--- src/rtl/fifo_pkg.sv ---
// Shared constants and helpers for the sync_fifo family and its stream readers.
package fifo_pkg;

    localparam int DATA_WIDTH_DEF = 8;
    localparam int SKID_DEPTH     = 2;

    typedef logic [1:0] occ_t;

    // Occupancy after one cycle of capture and pop; the issue rule keeps this within 0..SKID_DEPTH.
    function automatic occ_t next_occ(input occ_t occ, input logic capture, input logic pop);
        return occ + {1'b0, capture} - {1'b0, pop};
    endfunction

endpackage

--- src/rtl/stream_skid_buf.sv ---
// Two-entry ping-pong buffer that absorbs the FIFO read latency and feeds a valid/ready stream.
module stream_skid_buf
    import fifo_pkg::*;
#(
    parameter int DATA_WIDTH = DATA_WIDTH_DEF
) (
    input  logic                  clk,
    input  logic                  rst,
    input  logic                  flush,
    input  logic                  capture,
    input  logic [DATA_WIDTH-1:0] in_data,
    input  logic                  pop,
    output logic                  out_valid,
    output logic [DATA_WIDTH-1:0] out_data,
    output occ_t                  occupancy
);

    logic [DATA_WIDTH-1:0] mem_r [SKID_DEPTH];
    logic                  wr_idx_r;
    logic                  rd_idx_r;
    occ_t                  occ_r;

    // Buffer storage, index and occupancy update; flush discards contents by zeroing the pointers.
    always_ff @(posedge clk) begin
        if (rst) begin
            for (int i = 0; i < SKID_DEPTH; i++) begin
                mem_r[i] <= {DATA_WIDTH{1'b0}};
            end
            wr_idx_r <= 1'b0;
            rd_idx_r <= 1'b0;
            occ_r    <= 2'd0;
        end else if (flush) begin
            wr_idx_r <= 1'b0;
            rd_idx_r <= 1'b0;
            occ_r    <= 2'd0;
        end else begin
            if (capture) begin
                mem_r[wr_idx_r] <= in_data;
                wr_idx_r        <= ~wr_idx_r;
            end
            if (pop) begin
                rd_idx_r <= ~rd_idx_r;
            end
            occ_r <= next_occ(occ_r, capture, pop);
        end
    end

    assign out_valid = (occ_r != 2'd0) && !flush;
    assign out_data  = mem_r[rd_idx_r];
    assign occupancy = occ_r;

endmodule

--- src/rtl/fifo_stream_reader.sv ---
// Pops a registered-output sync FIFO and presents its words as a valid/ready stream with flush
// and a delivered-word counter.
module fifo_stream_reader
    import fifo_pkg::*;
#(
    parameter int DATA_WIDTH = DATA_WIDTH_DEF,
    parameter int CNT_WIDTH  = 16
) (
    input  logic                  clk,
    input  logic                  rst,
    output logic                  fifo_rd_en,
    input  logic                  fifo_empty,
    input  logic [DATA_WIDTH-1:0] fifo_rd_data,
    output logic                  m_valid,
    output logic [DATA_WIDTH-1:0] m_data,
    input  logic                  m_ready,
    input  logic                  flush,
    output logic [1:0]            occupancy,
    output logic [CNT_WIDTH-1:0]  word_count
);

    logic                 inflight_r;
    logic [CNT_WIDTH-1:0] word_count_r;
    logic                 pop_out_s;
    logic                 rd_en_s;
    logic [2:0]           demand_s;
    occ_t                 occ_s;

    assign pop_out_s = m_valid && m_ready && !flush;

    // Pop issue: only request a word when the buffer has room for it after counting the one in flight.
    always_comb begin
        demand_s = {1'b0, occ_s} + {2'b00, inflight_r} - {2'b00, pop_out_s};
        rd_en_s  = 1'b0;
        if (rst || flush || fifo_empty) begin
            rd_en_s = 1'b0;
        end else if (demand_s < 3'd2) begin
            rd_en_s = 1'b1;
        end else begin
            rd_en_s = 1'b0;
        end
    end

    assign fifo_rd_en = rd_en_s;

    // Track the pop issued last cycle; a flush or reset drops the word that is still in flight.
    always_ff @(posedge clk) begin
        if (rst) begin
            inflight_r <= 1'b0;
        end else if (flush) begin
            inflight_r <= 1'b0;
        end else begin
            inflight_r <= rd_en_s;
        end
    end

    // Delivered-word counter, wraps naturally and ignores flush.
    always_ff @(posedge clk) begin
        if (rst) begin
            word_count_r <= {CNT_WIDTH{1'b0}};
        end else if (pop_out_s) begin
            word_count_r <= word_count_r + {{(CNT_WIDTH-1){1'b0}}, 1'b1};
        end
    end

    stream_skid_buf #(
        .DATA_WIDTH (DATA_WIDTH)
    ) u_skid (
        .clk       (clk),
        .rst       (rst),
        .flush     (flush),
        .capture   (inflight_r),
        .in_data   (fifo_rd_data),
        .pop       (pop_out_s),
        .out_valid (m_valid),
        .out_data  (m_data),
        .occupancy (occ_s)
    );

    assign occupancy  = occ_s;
    assign word_count = word_count_r;

endmodule

--- config.mk ---
export PLATFORM = sky130hd
export DESIGN_NAME = fifo_stream_reader
export DESIGN_NICKNAME = d
export VERILOG_FILES = /design/src/rtl/fifo_pkg.sv /design/src/rtl/stream_skid_buf.sv /design/src/rtl/fifo_stream_reader.sv
export SDC_FILE = /design/constraint.sdc
export NUM_CORES = 1
export LEC_CHECK = 0
export CAP_MARGIN = 20
export CORE_MARGIN = 2
export CORE_UTILIZATION = 45
export CTS_BUF_LIST = sky130_fd_sc_hd__clkbuf_4 sky130_fd_sc_hd__clkbuf_8 sky130_fd_sc_hd__clkbuf_16
export CTS_CLUSTER_SIZE = 8
export DETAILED_ROUTE_END_ITERATION = 12
export PLACE_DENSITY = 0.83
export SLEW_MARGIN = 20
export SYNTH_ARGS = -nofsm -noshare
export SYNTH_HDL_FRONTEND = slang
export SYNTH_SLANG_ARGS = --single-unit
export TNS_END_PERCENT = 10
--- constraint.sdc ---
create_clock -name clk -period 6.65 [get_ports clk]
set_input_delay 1.6625 -clock clk [delete_from_list [all_inputs] [get_ports clk]]
set_output_delay 1.6625 -clock clk [all_outputs]
set_load 0.02 [all_outputs]
=== Yosys cells after proc, flatten, opt, wreduce, memory -nomap -nowiden ===
Memory sizes are Yosys's and may differ from the RTL's. A register that Yosys moved wholly into a read port is not among the register bits.
Cells that the tools add are included.

* Bits in registers: 21
* Memory bits (writable): 16
* Output and inout bits: 28
* Logic and storage cells: 36
* Memories kept: 1

* $add $sub $neg: 5
* Magnitude comparators: 1
* Multiplexer cells: 13
* Bitwise gates (word level): 2
* Reduce and logical (&&, ||, !) cells: 9

{| class="wikitable"
|+ Memories
! name !! words !! bits a word !! read ports !! clocked after Yosys merged registers in !! wr ports !! line !! text
|-
| u_skid.mem_r || 2 || 8 || 1 || 1 || 2 || stream_skid_buf.sv:18 || <nowiki>logic [DATA_WIDTH-1:0] mem_r [SKID_DEPTH];</nowiki>
|}

{| class="wikitable"
|+ Operator list
! operator !! count
|-
| $add A16 B1 Y16 const B || 1
|-
| $mux W1 || 12
|-
| $mux W8 || 1
|-
| $reduce_or A8 Y1 || 1
|-
| $add A2 B1 Y3 || 1
|-
| $logic_and A1 B1 Y1 || 3
|-
| $lt A3 B2 Y1 const B || 1
|-
| $sub A3 B1 Y3 || 1
|-
| $add A2 B1 Y2 || 1
|-
| $logic_or A1 B1 Y1 || 2
|-
| $not A1 Y1 || 2
|-
| $reduce_bool A2 Y1 || 1
|-
| $reduce_or A2 Y1 || 1
|-
| $sub A2 B1 Y2 || 1
|-
| $logic_not A1 Y1 || 1
|}

=== Depth between registers and ports, before layout ===
* Word-level depth: 8
* Gate-level depth with buffers: 10
* Mapped depth without buffers: 9

=== By module ===
A second synthesis with hierarchy kept.

* Cells, all modules: 164
* Area total of the unflattened synthesis: 1,765.4 sq um

{| class="wikitable"
|+ By module, submodules not included
! module !! times used !! cells each !! area an instance (sq um) !! sequential area each (sq um)
|-
| stream_skid_buf || 1 || 68 || 942.2 || 580.6
|-
| fifo_stream_reader || 1 || 96 || 823.3 || 340.3
|}

=== Worst setup path after synthesis ===
OpenSTA, ideal clock, no wires.

* Path kind: input-to-output
* From: in flush
* To: out fifo_rd_en
* Data arrival time: 3,858 ps
* Data required time: 4,987 ps
* Path slack: 1,129 ps
* Stages: 10
* Buffers on the path: 1
* Cell sequence: o21ba_4 > buf_6 > nand2_1 > inv_1 > ha_1 > inv_1 > ha_1 > fa_1 > xnor2_1 > nor4b_1

* Longest elaborated chain between the ends: 8
* Elaborated cells between the ends (all ways): 10
* Those cells by class: 1 x add/sub; 1 x order compare; 2 x mux; 6 x reduce/logical

{| class="wikitable"
|+ Ends and longest elaborated chain
! element !! line !! text
|-
| start, declared || fifo_stream_reader.sv:17 || <nowiki>input logic flush,</nowiki>
|-
| $logic_not A1 Y1 || stream_skid_buf.sv:48 || <nowiki>assign out_valid = (occ_r != 2'd0) && !flush;</nowiki>
|-
| $logic_and A1 B1 Y1 || stream_skid_buf.sv:48 ||
|-
| net m_valid || fifo_stream_reader.sv:14 || <nowiki>output logic m_valid,</nowiki>
|-
| $logic_and A1 B1 Y1 (2 in series) || fifo_stream_reader.sv:29 || <nowiki>assign pop_out_s = m_valid && m_ready && !flush;</nowiki>
|-
| net pop_out_s || fifo_stream_reader.sv:24 || <nowiki>logic pop_out_s;</nowiki>
|-
| $sub A3 B1 Y3 || fifo_stream_reader.sv:33 || <nowiki>demand_s = {1'b0, occ_s} + {2'b00, inflight_r} - {2'b00, pop_out_s};</nowiki>
|-
| $lt A3 B2 Y1 || fifo_stream_reader.sv:37 || <nowiki>end else if (demand_s < 3'd2) begin</nowiki>
|-
| $mux W1 || fifo_stream_reader.sv:37 ||
|-
| $mux W1 || fifo_stream_reader.sv:35 || <nowiki>if (rst || flush || fifo_empty) begin</nowiki>
|-
| end, declared || fifo_stream_reader.sv:11 || <nowiki>output logic fifo_rd_en,</nowiki>
|}

The timed path passes the listed nets, and every way through them passes these cells.

=== Worst setup path in the final report ===
* From: in flush
* To: out fifo_rd_en

* Longest elaborated chain between the ends: 8
* Elaborated cells between the ends (all ways): 10
* Those cells by class: 1 x add/sub; 1 x order compare; 2 x mux; 6 x reduce/logical

{| class="wikitable"
|+ Ends and longest elaborated chain
! element !! line !! text
|-
| $logic_not A1 Y1 (*) || stream_skid_buf.sv:48, fifo_stream_reader.sv:29 ||
|-
| $logic_and A1 B1 Y1 || stream_skid_buf.sv:48 ||
|-
| $logic_and A1 B1 Y1 || fifo_stream_reader.sv:29 ||
|-
| $logic_and A1 B1 Y1 (*) || fifo_stream_reader.sv:29 ||
|-
| net pop_out_s || fifo_stream_reader.sv:24 ||
|-
| $sub A3 B1 Y3 (*) || fifo_stream_reader.sv:33 ||
|-
| net demand_s[1] || fifo_stream_reader.sv:26 || <nowiki>logic [2:0] demand_s;</nowiki>
|-
| $lt A3 B2 Y1 (*) || fifo_stream_reader.sv:37 ||
|-
| $mux W1 (*) || fifo_stream_reader.sv:37 ||
|-
| $mux W1 (*) || fifo_stream_reader.sv:35 ||
|}

Mark *: on every way through the listed nets, which the timed path passes. The rest lies on a longest branch.

==> summary.txt <==
FF-to-FF Start -> u_skid.occupancy[1]$_SDFF_PP0_
CP Data Required Time -> 4.99 ns
Top cells by count, synth -> dfxtp_1, and2_1, edfxtp_1
H-tree depth -> 2
Clock net sink count -> 38
Detailed Routing Iterations Pass 1 -> 6
Worst r2r dst -> inflight_r$_SDFF_PP0_
Postcts setup bufs -> 0
Placement-stage cell area -> 2170 sq um
Leak Pwr -> 0.842 nW
Largest family of logic cells by synthesized area -> simple AND/OR/NAND/NOR gates
Worst-Margin Slew -> 0.427 ns
DR WL/cell -> 12.4 um
Fin crit period -> 6.27 ns
Most used routing layer -> met2
Post-synth top flop -> dfxtp_1
Cell count of the worst reg-to-reg path -> 8
Async SR Flop Fraction -> 0%
Clk Latency, worst-skew pair -> 0.29 ns
Final slew viol count -> 0
CTS tree -> built
Synth top area cells -> edfxtp_1, dfxtp_1, and2_1, mux2_2, or3_1
Die height -> 66.1 um
Fin nets -> 218
Routed vias/inst -> 4.94
Post-Synth Simple-Gate Area -> 23.9%
Yosys top cell area share -> 27.7%
Post-synthesis cell area -> 1730 sq um
Status -> finished clean
CTS Buf Count -> 5
Worst EP arrival -> 4.61 ns
GRT Resource Usage Total -> 15.9%
Die X-Extent -> 66.1 um
Core area -> 3690 sq um
Syn Nets -> 175
Mux contribution to synthesized area -> 5.20%
# port buffers -> 40
Yosys reg bits -> 38
Most frequent cell after synthesis -> dfxtp_1
Pre-CTS setup slack -> 0.392 ns
Total gr overflow -> 0
Synth Instances -> 158
Synth Warn # -> 0
GR Util met2 -> 25.9%
Die Footprint -> 4360 sq um
XOR/XNOR Fraction of Synth Area -> 4.55%
Crit path max fanout -> 9
Power Density -> 221 nW/um^2
Final Cell Area -> 2310 sq um
Clk_skew -> 0.00287 ns
Final setup TNS -> 0 ns
Global routing usage on met1 -> 19.6%
Setup slack after layout -> 0.379 ns
Peak supply drop -> 0.136 mV
Global-route wire length before repair -> 5240 um
Netlist cell types -> 26
Register area share after synthesis -> 53.1%
Final period util -> 94.3%
Total chip power -> 0.511 mW
CTS hold repair buffers -> 0
Layout cells sized above 1 -> 11.9%
Layout area overhead -> 33.2%
EDFF count, synth -> 16
HP Class -> reg -> reg
DRC -> 0
Clock-pin slew on the worst setup and hold paths -> 0.07 ns
Setup crit start kind -> input pin
ANT cells -> 0
Final Hold Vio Count -> 0
Adder-Cell Fraction of Synth Area -> 3.32%
CTS Buffer Depth -> 2
Reg-to-reg setup timing slack -> 4.43 ns
Final number of setup-violating endpoints -> 0
HP Start -> word_count[15]$_SDFFE_PP0P_
Syn Area/Cell -> 11.0 sq um
Largest net degree at the start of global routing -> 23
CP Class -> in -> out
Ports -> 41
RSZ-0062 raised after global routing -> no
Compound-Gate Fraction of Synth Area -> 6.43%
Initial Utilization -> 47.0%
Worst relative slew slack -> 71.5%
Vias in the first global route -> 1164
Root Driver -> clkbuf_8
Met3 Use GR -> 3.92%
Routed vias -> 1234
Post-cts resize count -> 0
HPWL Detailed -> 2160 um
Synth area leader -> edfxtp_1
Placer Congestion -> 0.792
Final wirelength -> 3090 um
Antenna violations before repair -> 0
1st-iter DRT viols -> 37
DRT antenna net count -> 0
CP Capture Type -> primary output
Core Util, Final -> 62.6%
Std cell rows -> 22
Max-Cap Viols -> 0
Achievable Freq -> 159 MHz
Critical Path End -> fifo_rd_en
Critical Path Source -> flush
-- worst min path at each step --
stage                     slack, ns  cells past startpoint                           to
after floorplan                0.52                      2                         flop
after global placement         0.47                      2  word_count[15]$_SDFFE_PP0P_
after detailed placement       0.49                      2  word_count[15]$_SDFFE_PP0P_
after CTS                      0.50                      2  word_count[15]$_SDFFE_PP0P_
after global routing           0.51                      2  word_count[15]$_SDFFE_PP0P_
final                          0.49                      2  word_count[15]$_SDFFE_PP0P_
-- worst max-delay path: stages --
cell             delay, ns
clkdlybuf4s50_1       0.57
o21ba_4               0.24
nand2_1               0.16
inv_1                 0.06
ha_1                  0.27
inv_1                 0.04
ha_1                  0.18
fa_1                  0.46
nor4b_1               0.31
clkdlybuf4s50_1       0.65
-- placed cells by master, fill, tap and decap left out, types with 3 or more instances in the layout --
| cell | Yosys | layout |
|---|---|---|
| dfxtp_1 | 22 | 22 |
| nand3_1 | 6 | 6 |
| nand4_1 | 4 | 4 |
| inv_1 | 6 | 6 |
| edfxtp_1 | 16 | 16 |
| a21oi_1 | 10 | 10 |
| xnor2_1 | 3 | 3 |
| nor3_1 | 3 | 3 |
| clkbuf_8 | 0 | 5 |
| xor2_1 | 6 | 6 |
| o21ai_0 | 9 | 9 |
| mux2_2 | 8 | 8 |
| or3_1 | 9 | 9 |
| nor2_1 | 8 | 8 |
| and2_1 | 20 | 20 |
| ha_1 | 3 | 3 |
| nand2_1 | 6 | 6 |
| clkdlybuf4s50_1 | 0 | 40 |
-- through the flow --
| step | hold slack, ns | instances |
|---|---|---|
| final | 0.493 | 250 |
| after global routing | 0.512 | 250 |
| after CTS | 0.499 | 250 |
| after global placement | 0.471 | 242 |
| after detailed placement | 0.488 | 242 |
| after floorplan | 0.520 | 158 |
-- final cells by class --
class,count,area [sq um]
clock buffers,5,68.8
clock inverters,3,68.8
fillers,305,1380
inverters,6,22.5
multi-input cells,108,752
flip-flops and latches,38,921
well taps,48,60.1
repair buffers,42,415
-- cells by family (layout without fill, tap and decap cells) --
group,after synthesis,in the layout
AOI/OAI and AO/OA,20,20
adders and majority gates,4,4
muxes,8,8
and+or+nand+nor,67,67
xor gates and xnor gates,9,9
buffers and inverters,12,56
DFF,38,38
-- power breakdown --
group / leakage, nW / internal, mW / switching [mW]
logic: 0.431 / 0.0165 / 0.0146
clock network: 0.0683 / 0.150 / 0.0807
registers: 0.343 / 0.247 / 0.00178
total: 0.842 / 0.414 / 0.0971
-- layer usage --
layer | share of wire (%) | routed length (um) | vias up
li1 | - | - | 644
met3 | 5.6 | 174 | 4
met5 | 0 | 0 | -
met2 | 47 | 1440 | 32
met4 | 1.2 | 37 | 0
met1 | 46 | 1440 | 554
-- state kept, by name, indices dropped and copies added, names as in the netlist, named ones only --
| name | count |
|---|---|
| u_skid.rd_idx_r | 1 |
| u_skid.occupancy | 2 |
| u_skid.wr_idx_r | 1 |
| inflight_r | 1 |
| word_count | 16 |
| u_skid.mem_r | 16 |
(Power assumes the default switching activity.)
